### config.mk
export PLATFORM = sky130hd
export DESIGN_NAME = rob
export DESIGN_NICKNAME = d
export VERILOG_FILES = /design/src/rtl/rob_pkg.sv /design/src/rtl/rob.sv
export SDC_FILE = /design/constraint.sdc
export NUM_CORES = 2
export LEC_CHECK = 0
export ABC_CLOCK_PERIOD_IN_PS = 6500
export BUFFER_PORTS_ARGS = -buffer_cell sky130_fd_sc_hd__buf_2
export CORE_MARGIN = 1.5
export CORE_UTILIZATION = 50
export CTS_CLUSTER_SIZE = 14
export DETAILED_ROUTE_END_ITERATION = 10
export PLACE_DENSITY = 0.79
export SLEW_MARGIN = 20
export SYNTH_ARGS = -nofsm -noshare
export SYNTH_HDL_FRONTEND = slang
export SYNTH_SLANG_ARGS = --single-unit
### constraint.sdc
create_clock -name clk -period 6.5 [get_ports clk]
set_clock_uncertainty 0.1 [all_clocks]
set_input_delay 0.325 -clock clk [delete_from_list [all_inputs] [get_ports clk]]
set_output_delay 0.325 -clock clk [all_outputs]
set_load 0.01 [all_outputs]
### src/rtl/rob_pkg.sv
// Shared sizes and entry/commit record layouts for the reorder buffer.
// The commit packet is the record handed to the writeback/regfile side.
package rob_pkg;

   localparam int ROB_DEPTH      = 16;
   localparam int INST_TAG_WIDTH = 4;
   localparam int TAG_W          = INST_TAG_WIDTH;
   localparam int DATA_W         = 32;
   localparam int REG_W          = 5;

   typedef struct packed {
      logic              busy;
      logic              done;
      logic [REG_W-1:0]  rd;
      logic [DATA_W-1:0] data;
   } rob_entry_t;

   typedef struct packed {
      logic              valid;
      logic [TAG_W-1:0]  tag;
      logic [REG_W-1:0]  rd;
      logic [DATA_W-1:0] data;
   } commit_pkt_t;

endpackage

### src/rtl/rob.sv
// Reorder buffer: in-order tag allocation, tagged ALU writeback capture,
// in-order single retire per cycle, operand readiness lookup and jump flush.
module rob
   import rob_pkg::*;
(
   input  logic              clk,
   input  logic              rst,
   input  logic              flush,
   input  logic              alloc_valid,
   input  logic [REG_W-1:0]  alloc_rd,
   output logic              alloc_ready,
   output logic [TAG_W-1:0]  alloc_tag,
   input  logic              wb_valid,
   input  logic [TAG_W-1:0]  wb_tag,
   input  logic [DATA_W-1:0] wb_data,
   input  logic [TAG_W-1:0]  qry_tag,
   output logic              qry_done,
   output logic [DATA_W-1:0] qry_data,
   output logic              commit_valid,
   output logic [TAG_W-1:0]  commit_tag,
   output logic [REG_W-1:0]  commit_rd,
   output logic [DATA_W-1:0] commit_data,
   output logic [TAG_W:0]    count
);

   localparam logic [TAG_W:0] PTR_ONE = (TAG_W+1)'(1);

   rob_entry_t       r_ent [ROB_DEPTH];
   logic [TAG_W:0]   r_head;
   logic [TAG_W:0]   r_tail;
   commit_pkt_t      r_commit;

   logic             w_full;
   logic             w_alloc;
   logic             w_wb;
   logic             w_commit;
   logic [TAG_W-1:0] w_head_idx;
   logic [TAG_W-1:0] w_tail_idx;
   rob_entry_t       w_head_ent;

   assign w_head_idx = r_head[TAG_W-1:0];
   assign w_tail_idx = r_tail[TAG_W-1:0];
   assign w_head_ent = r_ent[w_head_idx];

   // Pointers carry an extra wrap bit so full and empty are distinguishable.
   assign w_full   = (w_head_idx == w_tail_idx) && (r_head[TAG_W] != r_tail[TAG_W]);
   assign w_alloc  = alloc_valid && !w_full;
   assign w_wb     = wb_valid && r_ent[wb_tag].busy;
   assign w_commit = w_head_ent.busy && w_head_ent.done;

   assign alloc_ready  = !w_full;
   assign alloc_tag    = w_tail_idx;
   assign count        = r_tail - r_head;

   assign commit_valid = r_commit.valid;
   assign commit_tag   = r_commit.tag;
   assign commit_rd    = r_commit.rd;
   assign commit_data  = r_commit.data;

   // A result arriving this cycle is forwarded ahead of the stored copy.
   always_comb begin
      qry_done = r_ent[qry_tag].busy & r_ent[qry_tag].done;
      qry_data = r_ent[qry_tag].data;
      if (wb_valid && (wb_tag == qry_tag) && r_ent[qry_tag].busy) begin
         qry_done = 1'b1;
         qry_data = wb_data;
      end
   end

   always_ff @(posedge clk or negedge rst) begin
      if (!rst) begin
         r_head   <= '0;
         r_tail   <= '0;
         r_commit <= '0;
         for (int i = 0; i < ROB_DEPTH; i++) begin
            r_ent[i] <= '0;
         end
      end else if (flush) begin
         r_head         <= '0;
         r_tail         <= '0;
         r_commit.valid <= 1'b0;
         for (int i = 0; i < ROB_DEPTH; i++) begin
            r_ent[i].busy <= 1'b0;
            r_ent[i].done <= 1'b0;
         end
      end else begin
         if (w_commit) begin
            r_commit.valid     <= 1'b1;
            r_commit.tag       <= w_head_idx;
            r_commit.rd        <= w_head_ent.rd;
            r_commit.data      <= (w_head_ent.rd == '0) ? '0 : w_head_ent.data;
            r_ent[w_head_idx].busy <= 1'b0;
            r_head             <= r_head + PTR_ONE;
         end else begin
            r_commit.valid <= 1'b0;
         end

         if (w_wb) begin
            r_ent[wb_tag].done <= 1'b1;
            r_ent[wb_tag].data <= wb_data;
         end

         // Allocation only ever targets a non-busy slot, so it cannot race wb.
         if (w_alloc) begin
            r_ent[w_tail_idx].busy <= 1'b1;
            r_ent[w_tail_idx].done <= 1'b0;
            r_ent[w_tail_idx].rd   <= alloc_rd;
            r_ent[w_tail_idx].data <= '0;
            r_tail                 <= r_tail + PTR_ONE;
         end
      end
   end

endmodule
After elaboration in Yosys (flattened, before gate mapping)

Index checks and enable logic that the tools add are counted.

Magnitude comparators: 7
Reduce and logical (&&, ||, !) cells: 14
Bitwise logic cells: 6
Mux-type cells: 60
Equal/unequal tests: 3
Add/subtract/negate cells: 3

Operators by type and width:

| kind                  | number |
|---|---|
| $bwmux W624           | 7 |
| $mux W624             | 5 |
| $demux W39 S4         | 7 |
| $bmux W39 S4          | 3 |
| $mux W39              | 8 |
| $mux W32              | 4 |
| $mux W38              | 2 |
| $mux W37              | 1 |
| $mux W2               | 16 |
| $ge A5 B5 Y1 const B  | 4 |
| $mux W5               | 4 |
| $not A4 Y5            | 4 |
| $lt A5 B1 Y1 const B  | 3 |
| $add A5 B1 Y5 const B | 2 |
| $logic_and A1 B1 Y1   | 9 |
| $eq A4 B4 Y1          | 2 |
| $logic_not A5 Y1      | 1 |
| $sub A5 B5 Y5         | 1 |
| $reduce_bool A2 Y1    | 2 |
| $mux W1               | 3 |
| $reduce_and A2 Y1     | 1 |
| $and A1 B1 Y1         | 1 |
| $logic_not A1 Y1      | 1 |
| $ne A1 B1 Y1          | 1 |
| $not A1 Y1            | 1 |

Logic and storage cells: 163
Register bits: 676

Depth between registers and ports, before layout

Depth after elaboration: 18
Depth in mapped cells: 13
Mapped depth without buffers: 8

Worst setup path after synthesis

Ideal clock, no wire load.

Kind: register -> register
Start point: register r_head[2]
End point: register r_ent[157] (netlist name)
Arrival: 3205 ps
Setup time: 121 ps
Clock period less this slack: 3426 ps
Data required time: 6279 ps
Path buffers: 5
Slack: 3074 ps
Cell stages (with the launch flop): 14
Cells stage by stage: dfrtp_1 > inv_1 > buf_2 > buf_1 > ha_1 > and4_1 > a21boi_2 > and2_1 > buf_2 > buf_2 > nand2_1 > a21o_1 > clkbuf_1 > a22o_1

Longest elaborated chain between the ends: 16

Ends and longest elaborated chain:

| element                                      | line                 | source |
|---|---|---|
| from (decl)                                  | rob.sv:29            | `logic [TAG_W:0] r_head;` |
| from (signal assigned)                       | rob.sv:93            | `r_head <= r_head + PTR_ONE;` |
| $not A4 Y5 (not written as such)             | rob.sv:43, rob.sv:92 |  |
| $bmux W39 S4                                 | rob.sv:43            | `assign w_head_ent = r_ent[w_head_idx];` |
| $mux W39 (not written as such) (2 in series) | rob.sv:43            |  |
| $logic_and A1 B1 Y1                          | rob.sv:49            | `assign w_commit = w_head_ent.busy && w_head_ent.done;` |
| $mux W624                                    | rob.sv:87            | `if (w_commit) begin` |
| $mux W624                                    | rob.sv:78            | `end else if (flush) begin` |
| $bwmux W624                                  | rob.sv:99            | `r_ent[wb_tag].done <= 1'b1;` |
| $bwmux W624                                  | rob.sv:100           | `r_ent[wb_tag].data <= wb_data;` |
| $mux W624                                    | rob.sv:98            | `if (w_wb) begin` |
| $mux W624                                    | rob.sv:78            |  |
| $bwmux W624                                  | rob.sv:105           | `r_ent[w_tail_idx].busy <= 1'b1;` |
| $bwmux W624                                  | rob.sv:106           | `r_ent[w_tail_idx].done <= 1'b0;` |
| $bwmux W624                                  | rob.sv:107           | `r_ent[w_tail_idx].rd <= alloc_rd;` |
| $bwmux W624                                  | rob.sv:108           | `r_ent[w_tail_idx].data <= '0;` |
| $mux W624 *                                  | rob.sv:104           | `if (w_alloc) begin` |
| to (decl)                                    | rob.sv:28            | `rob_entry_t r_ent [ROB_DEPTH];` |

Mark *: on every way between the ends. The rest lies on a longest branch, timed or not. The select of a mux whose other input is x is not followed.
A chain may end at the register's enable or synchronous reset.

Worst setup path after layout

Start point: register r_head[1]
End point: register r_ent[395] (netlist name)

Same word-level chain as after synthesis.

==> out/qor.csv <==
stage;metric;value;unit
yosys;Syn Nets;2421;
clock_network;Post-CTS Resized;0;
clock_network;root buffer cell;clkbuf_16;
clock_network;Setup Buffers After CTS;0;
sta;TNS Setup;0;ns
placed_design;post-DP HPWL;60380;um
sta;crit share post-route;70.38;%
sta;max frequency;0.2186;GHz
yosys;post-synthesis sequential area ratio;49.17;%
sta;max-slew violation count;0;
outcome;status;finished, final reports clean;
clock_network;CTS tree;built;
global_routing;number of global-route vias before repair;25391;
final_layout;share of layout cells above drive strength 1;34.14;%
placed_design;port bufs;134;
clock_network;Num CTS Buffers;70;
route;antenna viol nets, final;0;
sta;final setup vio count;0;
route;DR pass1 iterations;6;
setup_path;WP data arrival;5.02;ns
sta;slew margin rel.;21.13;%
route;# DRC;0;
sta;endpoints failing hold;0;
route;DR vias/cell;7.573;
clock_network;worst skew pair latency;0.62;ns
clock_network;Reg clk slew, reported paths;0.06;ns
global_routing;first-pass GRT wire length;162200;um
power;pwr dens;239.9;nW/um2
die;# IOs;135;
route;vias;24710;
clock_network;H-tree Lvls;3;
yosys;Syn. warnings;0;
setup_path;critical path class;reg -> reg;
yosys;Synth cell types;50;
die;Rows;95;
die;Die ar.;70390;um2
setup_path;critical path data required time;6.94;ns
die;height of the die;265.3;um
yosys;Synth area leader;dfrtp_1;
final_layout;Area Growth Syn to Fin;10.22;%
clock_network;CTS max path bufs;3;
route;total routed wirelength;106400;um
hold_path;Worst Hold Class;in -> reg;
die;area of the core;67630;um2
yosys;Mapped Area;34400;um2
job;# Max-Cap Violations;0;
power;Worst VDD drop;0.1859;mV
route;WL/cell;32.61;um
setup_path;Worst setup SP type;flop;
global_routing;gr usage total;30.63;%
final_layout;# fillers;4965;
global_routing;initial antenna violation count;8;
yosys;syn avg cell area;14.59;um2
sta;WHS;0.08432;ns
yosys;top post-synthesis cells by area;dfrtp_1 49%, mux4_2 23%, a22o_1 13%, mux2_2 3.7%, nand2_1 1.7%;
route;starting DRC count in detailed routing;3682;
placed_design;placer congestion estimate;0.9110;
power;leakage;16.72;nW
sta;Final Critical Period;4.575;ns
setup_path;critical path endpoint category;flop;
setup_path;reg2reg setup slack;1.93;ns
yosys;share of the synthesized area in the top cell type;49.17;%
sta;RSZ-0062 raised after global routing;no;
final_layout;Final Net Count;2393;
global_routing;grt ovf;0;
clock_network;# hold bufs at CTS;1;
yosys;Post-Syn Instances;2358;
global_routing;largest net degree at the start of global routing;182;
setup_path;CP max FO;45;
die;Die X;265.3;um
sta;Worst Max-Slew Pin Slew;1.179;ns
yosys;register bit total from synthesis;676;
clock_network;clock sinks;676;
die;Initial Util;50.87;%
[cell usage after synthesis (all sizes together)]
master	number
a2111oi	1
a211oi	18
a21boi	1
a21o	18
a21oi	43
a221oi	11
a22o	520
a32o	1
and2	9
and3	2
and3b	3
and4	1
buf	178
clkbuf	108
dfrtp	676
fa	1
ha	12
inv	20
mux2	112
mux2i	1
mux4	358
nand2	157
nand3	4
nand3b	1
nand4	1
nor2	35
nor2b	4
nor3	5
nor3b	4
nor4	2
o211ai	4
o21a	1
o21ai	28
o22ai	2
or2	1
xnor2	7
xor2	8
[routing by layer]
metal / global-route usage (%) / wire length, um / share of wire (%)
met5: 0 / 37 / 0.035
met3: 10.16 / 13640 / 13
met1: 40.05 / 38330 / 36
met4: 16.42 / 5928 / 5.6
met2: 45.59 / 48480 / 46
[cells by family (layout without fill, tap and decap cells)]
logic type               Yosys count  after routing  share of synthesized area (%)
flip-flops                       676            676                          49.17
AO/OA/AOI/OAI                    648            648                          15.97
multiplexers                     471            471                          27.13
buffers and inverters            306            332                          3.986
AND/OR/NAND/NOR                  229            229                          2.862
XOR/XNOR                          15             15                         0.3819
adder cells (fa/ha/maj)           13             13                         0.4946
other                              0              6                              0
[worst paths after layout]
path | startpoint | to | cells after the start
max | r_head[1] | r_ent[395] | 8
min | wb_data[11] | r_ent[440] | 2
max reg2reg | r_head[1] | r_ent[395] | 8
min reg2reg | commit_tag[0] | commit_tag[0] | 2
max in group asynchronous | rst | r_ent[395] | 3
min in group asynchronous | rst | r_ent[218] | 2
[cell usage in the layout, fill, tap and decap left out, types with 3 or more instances in the layout]
cell type and count:
mux4_2 358, nand2_1 155, o21ai_0 21, nor3_1 4, clkinvlp_4 3, a211oi_1 6, mux2_2 112, a211oi_4 12
dfrtp_1 673, inv_6 5, ha_1 12, a22o_1 520, clkbuf_8 15, xor2_1 8, diode_2 6, nor2_1 34
o211ai_1 4, clkbuf_16 73, bufinv_16 7, nor2b_1 4, a21oi_2 10, a21oi_1 33, inv_2 5, o21ai_1 5
buf_4 46, buf_12 5, and3b_1 3, xnor2_1 7, clkbuf_1 12, and2_1 9, clkinv_2 12, a221oi_1 10
buf_2 130, nand3_1 4, inv_1 15, a21o_1 18
[worst max-delay path: stages, from the launching register on]
cell	delay, ns
dfrtp_4	0.93
inv_2	0.30
ha_1	0.38
and4_1	0.22
a21boi_2	0.13
and2_1	0.50
a211oi_4	1.08
buf_4	0.60
a22o_1	0.24
[registers in the layout (all words and copies together) (netlist names)]
| signal | flops |
|---|---|
| commit_data | 32 |
| r_ent | 624 |
| r_tail | 5 |
| r_head | 5 |
| commit_rd | 5 |
| commit_valid | 1 |
| commit_tag | 4 |
[report_power, final]
part	internal, mW	switching (mW)	leakage (nW)
Clock	2.50	1.75	1.18
Sequential	4.28	0.0546	9.40
Combinational	0.183	0.329	6.14
[stage by stage]
stage / std cells / setup slack (ns) / utilization (%) / cell area [um2] / power, mW
after floorplan: 2358 / 3.074 / - / 34400 / 4.706
after global placement: 3130 / 2.214 / 52.47 / 35490 / 4.895
after detailed placement: 3130 / 2.105 / 52.47 / 35490 / 4.919
after CTS: 3257 / 2.070 / 56.03 / 37900 / 9.109
after global routing: 3261 / 1.839 / 56.06 / 37910 / 9.328
final: 3263 / 1.925 / 56.07 / 37920 / 9.098
[cell type report]
class | instances | area [um2] | share of cell area (%)
sequential | 676 | 16930 | 44.63
multi-input combinational | 1376 | 16250 | 42.86
timing repair buffer | 186 | 1157 | 3.052
clock buffer | 99 | 2064 | 5.444
antenna | 6 | 15.01 | 0.03960
clock inverter | 27 | 336.6 | 0.8876
inverter | 20 | 75.07 | 0.1980
tap | 873 | 1092 | 2.881
Power figures use the tool's default switching activity.
